`config.mk`:
```
export PLATFORM = sky130hd
export DESIGN_NAME = wb_port_arbiter
export DESIGN_NICKNAME = d
export VERILOG_FILES = /design/src/rtl/wb_port_arbiter_pkg.sv /design/src/rtl/wb_port_arbiter_rr_pick.sv /design/src/rtl/wb_port_arbiter.sv
export SDC_FILE = /design/constraint.sdc
export NUM_CORES = 1
export LEC_CHECK = 0
export ABC_AREA = 1
export CORE_ASPECT_RATIO = 0.7
export CORE_MARGIN = 1
export CORE_UTILIZATION = 26
export CTS_CLUSTER_SIZE = 10
export DETAILED_ROUTE_END_ITERATION = 10
export PLACE_DENSITY = 0.6
export SLEW_MARGIN = 20
export SYNTH_ARGS = -nofsm -noshare
export SYNTH_HDL_FRONTEND = slang
export SYNTH_SLANG_ARGS = --single-unit
```
`constraint.sdc`:
```
create_clock -name wb_clk -period 2.43 [get_ports wb_clk]
set_input_delay 0.486 -clock wb_clk [delete_from_list [all_inputs] [get_ports wb_clk]]
set_output_delay 0.486 -clock wb_clk [all_outputs]
set_load 0.01 [all_outputs]
```
`src/rtl/wb_port_arbiter_pkg.sv`:
```
// Shared types and constants for the Wishbone port arbiter: FSM encoding,
// CTI codes, default FIFO channel-select width.
package wb_port_arbiter_pkg;

  localparam int unsigned DEF_SELW         = 3;
  localparam int unsigned FIXED_PRIO_FIRST = 4;
  localparam int unsigned FIXED_PRIO_LEN   = 8;

  localparam logic [2:0] CTI_CLASSIC = 3'b000;
  localparam logic [2:0] CTI_EOB     = 3'b111;

  typedef enum logic [1:0] {
    ST_IDLE = 2'd0,
    ST_HDR  = 2'd1,
    ST_DATA = 2'd2
  } arb_state_e;

  // A beat is the last of its burst for classic cycles and end-of-burst.
  function automatic logic cti_is_last(input logic [2:0] cti);
    return (cti == CTI_CLASSIC) || (cti == CTI_EOB);
  endfunction

endpackage

```
`src/rtl/wb_port_arbiter_rr_pick.sv`:
```
// Round-robin first-one finder: lowest-distance set bit above i_ptr,
// wrapping modulo N; o_vld low when no bit is set.
module wb_port_arbiter_rr_pick #(
  parameter int unsigned N  = 8,
  parameter int unsigned IW = 3
) (
  input  logic [N-1:0]  i_req,
  input  logic [IW-1:0] i_ptr,
  output logic [IW-1:0] o_idx,
  output logic          o_vld
);

  logic [IW-1:0] w_cand;

  // Scan farthest-first so the nearest candidate after the pointer wins.
  always_comb begin
    o_idx  = '0;
    o_vld  = 1'b0;
    w_cand = '0;
    for (int i = int'(N); i >= 1; i--) begin
      w_cand = IW'((int'(i_ptr) + i) % int'(N));
      if (i_req[w_cand]) begin
        o_idx = w_cand;
        o_vld = 1'b1;
      end
    end
  end

endmodule

```
`src/rtl/wb_port_arbiter.sv`:
```
// Wishbone port arbiter for the TX FIFO write side: grants one port per
// transaction, writes a header word then write-data beats into its channel.
// Build option WB_ARB_FIXED_PRIO_EN selects fixed priority 4,5,6,7,0,1,2,3.
module wb_port_arbiter
  import wb_port_arbiter_pkg::*;
#(
  parameter int unsigned NPORTS = 8,
  parameter int unsigned SELW   = DEF_SELW
) (
  input  logic              wb_clk,
  input  logic              wb_rst,
  input  logic [NPORTS-1:0] cyc_i,
  input  logic [NPORTS-1:0] stb_i,
  input  logic [NPORTS-1:0] we_i,
  input  logic [NPORTS-1:0] eob_i,
  input  logic [NPORTS-1:0] full_i,
  output logic [NPORTS-1:0] grant_o,
  output logic [SELW-1:0]   fifo_sel_o,
  output logic              fifo_we_o,
  output logic              hdr_o,
  output logic [NPORTS-1:0] ack_o
);

  arb_state_e        r_state;
  arb_state_e        w_state_nxt;
  logic [NPORTS-1:0] w_elig;
  logic [SELW-1:0]   w_pick_idx;
  logic              w_pick_vld;
  logic              w_cyc;
  logic              w_xfer;
  logic              w_grant_en;
  logic              w_release;

  assign w_elig     = cyc_i & stb_i;
  assign w_cyc      = cyc_i[fifo_sel_o];
  assign w_xfer     = w_cyc & stb_i[fifo_sel_o] & ~full_i[fifo_sel_o];
  assign w_grant_en = (r_state == ST_IDLE) && w_pick_vld;
  assign w_release  = (r_state != ST_IDLE) && (w_state_nxt == ST_IDLE);

`ifdef WB_ARB_FIXED_PRIO_EN
  logic [SELW-1:0] w_fp_cand;

  // Lowest-rank eligible port wins; ranks beyond NPORTS are skipped.
  always_comb begin
    w_pick_idx = '0;
    w_pick_vld = 1'b0;
    w_fp_cand  = '0;
    for (int r = int'(FIXED_PRIO_LEN) - 1; r >= 0; r--) begin
      w_fp_cand = SELW'((r + int'(FIXED_PRIO_FIRST)) % int'(FIXED_PRIO_LEN));
      if (int'(w_fp_cand) < int'(NPORTS) && w_elig[w_fp_cand]) begin
        w_pick_idx = w_fp_cand;
        w_pick_vld = 1'b1;
      end
    end
  end
`else
  logic [SELW-1:0] r_rr;

  wb_port_arbiter_rr_pick #(
    .N  (NPORTS),
    .IW (SELW)
  ) u_rr_pick (
    .i_req (w_elig),
    .i_ptr (r_rr),
    .o_idx (w_pick_idx),
    .o_vld (w_pick_vld)
  );

  always_ff @(posedge wb_clk) begin
    if (wb_rst)          r_rr <= SELW'(NPORTS - 1);
    else if (w_grant_en) r_rr <= w_pick_idx;
  end
`endif

  // State register.
  always_ff @(posedge wb_clk) begin
    if (wb_rst) r_state <= ST_IDLE;
    else        r_state <= w_state_nxt;
  end

  // Grant and channel select follow the winner; grant drops on release.
  always_ff @(posedge wb_clk) begin
    if (wb_rst) begin
      grant_o    <= '0;
      fifo_sel_o <= '0;
    end else if (w_grant_en) begin
      grant_o    <= NPORTS'(1) << w_pick_idx;
      fifo_sel_o <= w_pick_idx;
    end else if (w_release) begin
      grant_o    <= '0;
    end
  end

  // Next-state logic; a dropped cyc aborts the transaction.
  always_comb begin
    w_state_nxt = r_state;
    unique case (r_state)
      ST_IDLE: if (w_pick_vld) w_state_nxt = ST_HDR;
      ST_HDR: begin
        if (!w_cyc)      w_state_nxt = ST_IDLE;
        else if (w_xfer) w_state_nxt = we_i[fifo_sel_o] ? ST_DATA : ST_IDLE;
      end
      ST_DATA: begin
        if (!w_cyc)                          w_state_nxt = ST_IDLE;
        else if (w_xfer && eob_i[fifo_sel_o]) w_state_nxt = ST_IDLE;
      end
      default: w_state_nxt = ST_IDLE;
    endcase
  end

  // FIFO strobes; suppressed while reset is asserted.
  always_comb begin
    fifo_we_o = 1'b0;
    hdr_o     = 1'b0;
    ack_o     = '0;
    if (!wb_rst) begin
      unique case (r_state)
        ST_HDR: begin
          fifo_we_o = w_xfer;
          hdr_o     = w_xfer;
        end
        ST_DATA: begin
          fifo_we_o = w_xfer;
          ack_o     = w_xfer ? grant_o : '0;
        end
        default: ;
      endcase
    end
  end

endmodule
```
==> out/results.md <==
| Result | This run |
| --- | --- |
| Outcome | complete, no violations |
| # clock sinks | 16 |
| Count of buffers inserted at the top-level ports | 62 |
| Worst slack, placed | -0.6667 ns |
| Min Tclk post-route | 2.362 ns |
| Net count reported at finish | 496 |
| Post-layout instance area | 3331 sq um |
| Ordered cell list for the critical path | clkdlybuf4s50_1 -> nand3b_1 -> nand2_1 -> nand2_1 -> nand2_1 -> nand3_2 -> nand2_2 -> buf_6 -> nand2_2 -> nor2_2 -> buf_2 |
| Leading register cell type out of synthesis | sky130_fd_sc_hd__dfxtp_1 |
| Power share of the sequential group | 0.100 |
| Layout fillers | 746 |
| Floorplan die area | 7854 sq um |
| Footprint of the multi-input gates | 1597 sq um |
| Wire per inst | 12.60 um |
| Drt pass-1 iters | 4 |
| CTS clock-pin slew for the worst setup and hold paths | 0.06 ns |
| Most common cell after layout, fill and taps aside | sky130_fd_sc_hd__nand2_1 |
| Int Power | 0.001941 W |
| Largest stage delay on the critical path | 0.48 ns |
| Antenna diode count | 0 |
| Number of buffers added to fix hold violations after cts | 0 |
| Slowest cell on the critical path | sky130_fd_sc_hd__clkdlybuf4s50_1 |
| Number of synthesized flops with an enable pin | 0 |
| DRC marker count from the first detailed-route iteration | 157 |
| Switching pwr | 0.002287 W |
| Fraction of layout cells with a size suffix above 1 | 0.3647 |
| Kind of critical path | input port to output pin |
| Netlist area before placement | 1949 sq um |
| Drt total wl | 6867 um |
| Post-Syn Instances | 326 |
| Worst VDD drop | 0.5639 mV |
| Total clock buffers created by CTS | 3 |
| Final number of setup-violating endpoints | 0 |
| Commonest cells after routing, fill and taps aside | sky130_fd_sc_hd__nand2_1, sky130_fd_sc_hd__buf_4, sky130_fd_sc_hd__nand3_1 |
| Number of warnings reported in the yosys synthesis log | 0 |
| Cell row count | 26 |
| Maximum clock frequency | 423.4 MHz |
| Worst clock skew | 0.001026 ns |
| Cell at the root of the clock tree | sky130_fd_sc_hd__clkbuf_8 |
| Combinational cell fraction of total power | 0.844 |
| Flip-flop and latch area | 326.6 sq um |
| Max-slew headroom | 0.7417 |
| Number of vias per cell | 4.631 |
| CP max FO | 7 |
| Worst path buffer plus inverter count | 3 |
| Detail Placement HPWL | 5246 um |
| Pin slew with the least headroom to its limit | 0.3861 ns |
| Initial core utilization | 0.2675 |
| Synth-to-Final Area Change | 70.86% |
| Leakage | 1.590 nW |
| Average footprint of a synthesized cell | 5.980 sq um |
| Insertion delay to the later sink of the worst-skew pair | 0.25 ns |
| Total count of hold-check failures in the final report | 0 |
| Placer Congestion | 0.8663 |
| Clock tree from TritonCTS | built |
| Net switching share of the total power | 0.5410 |
| Part of the Yosys area used for sequential elements | 0.1643 |
| Worst min-delay path class | register to register |
| FF+latch count, synth | 16 |
| Number of max-slew violations in the final report | 0 |
| GRT Total Usage | 0.1709 |
| DRC viols | 0 |
| Global-route wire length before repair | 10710 um |
| Final period util | 0.9718 |
| Die Span Y | 74.45 um |
| Total design power | 0.004228 W |
| Antenna violations before repair | 0 |
| Clk network pwr share | 0.056 |
| I/O pin total | 63 |
| Endpoint class of the critical path | output pin |
| Final design utilization | 0.4571 |
| Critical Path Source Type | input port |
| FF-to-FF setup slack | 0.07 ns |
| Vias in the first global route | 2324 |
| Antenna Nets Post-Route | 0 |
| Max Cap Violations | 0 |
| Die boundary width | 105.5 um |
| CP Data Arrival Time | 1.88 ns |
| Netlist cell types | 34 |
| Async SR Flop Fraction | 0 |
| Pwr/cell area | 1269 nW/um^2 |
| Data required time at the worst endpoint | 1.94 ns |
| CTS Buffer Depth | 2 |
| Pin count of the biggest net entering global routing | 15 |
| Total number of vias | 2524 |
| Core region area | 7287 sq um |
| Critical path's top delay family | buffers and inverters |
| Final WS setup | 0.06841 ns |
| Syn_nets | 374 |
| Most Frequent Cell on Critical Path | sky130_fd_sc_hd__nand2_1 |
| Overflow left after global routing | 0 |
| Maximum level of the CTS H-tree | 1 |
| Post-DP Area | 2983 sq um |
==> registers in the layout (all words and copies together), names as in the netlist <==
name and cells:
r_rr 3, fifo_sel_o 3, r_state 2, grant_o 8
==> power by group through the flow <==
stage	sequential (W)	combinational [W]	clock, W
global placement	0.000416	0.00309	0
global route	0.000434	0.00400	0.000253
detailed placement	0.000418	0.00312	0
finish	0.000424	0.00357	0.000236
floorplan	0.000406	0.00219	0
CTS	0.000416	0.00333	0.000243
==> what timing repair did <==
action                                  in CTS  in global routing
resized for setup                           82                 40
buffers inserted                            19                  1
endpoints found under the setup margin      18                 24
pin swaps                                   23                 19
==> stage by stage <==
step                      hold slack, ns  cells  setup TNS [ns]
after floorplan                   0.5121    326               0
after global placement            0.4943    525          -8.843
after detailed placement          0.4946    525          -9.165
after CTS                         0.4851    546       -0.003435
after global routing              0.5088    545         -0.3360
final                             0.4791    545               0
==> area by class of cell <==
cell class | instances | share of cell area
sequential | 16 | 0.09805
inverter | 32 | 0.04132
tap | 98 | 0.03681
multi-input combinational | 267 | 0.4793
clock buffer | 4 | 0.01653
timing repair buffer | 128 | 0.3280
==> tightest hold or removal path, stage by stage (launching register included) <==
cell	delay, ns
sky130_fd_sc_hd__dfxtp_1	0.33
sky130_fd_sc_hd__nand3_2	0.06
sky130_fd_sc_hd__a21oi_2	0.04
==> final timing paths <==
| check | startpoint | endpoint | cells past startpoint |
|---|---|---|---|
| setup / recovery | stb_i[0] | ack_o[7] | 11 |
| hold / removal | grant_o[4]$_SDFFE_PP0P_ | grant_o[4]$_SDFFE_PP0P_ | 2 |
| setup reg to reg | fifo_sel_o[0]$_SDFFE_PP0P_ | grant_o[4]$_SDFFE_PP0P_ | 19 |
| hold reg to reg | grant_o[4]$_SDFFE_PP0P_ | grant_o[4]$_SDFFE_PP0P_ | 2 |
==> cells in the mapped netlist, types with 4 or more instances <==
cell type,n,area [sq um]
sky130_fd_sc_hd__nand3_2,15,150.1
sky130_fd_sc_hd__a21oi_1,20,100.1
sky130_fd_sc_hd__ha_1,6,75.07
sky130_fd_sc_hd__nor2_1,28,105.1
sky130_fd_sc_hd__nand3b_1,4,30.03
sky130_fd_sc_hd__dfxtp_1,16,320.3
sky130_fd_sc_hd__buf_6,4,45.04
sky130_fd_sc_hd__nand2_1,96,360.4
sky130_fd_sc_hd__buf_4,4,30.03
sky130_fd_sc_hd__inv_2,5,18.77
sky130_fd_sc_hd__nand2_2,12,75.07
sky130_fd_sc_hd__inv_1,25,93.84
sky130_fd_sc_hd__o21ai_0,11,55.05
sky130_fd_sc_hd__nand3_1,56,280.3
==> logic make-up (layout without fill, tap and decap cells) <==
kind of cell    count (synthesis)  after routing  synth area share
simple gates                  217            217            0.5417
compound gates                 40             40            0.1117
flops                          16             16            0.1643
buf+inv                        43            164            0.1220
xor+xnor                        4              4           0.02183
fa+ha+maj                       6              6           0.03851
==> routing by layer <==
metal	part of all wire	global-route usage	vias to the layer above	wire (um)
met2	0.46	0.2953	52	3161
met5	0	0	-	0
li1	-	-	1322	-
met4	0.0020	0.01389	0	14
met1	0.49	0.2365	1148	3373
met3	0.046	0.02629	2	318
Note: power is estimated with default switching activity, not from simulation.
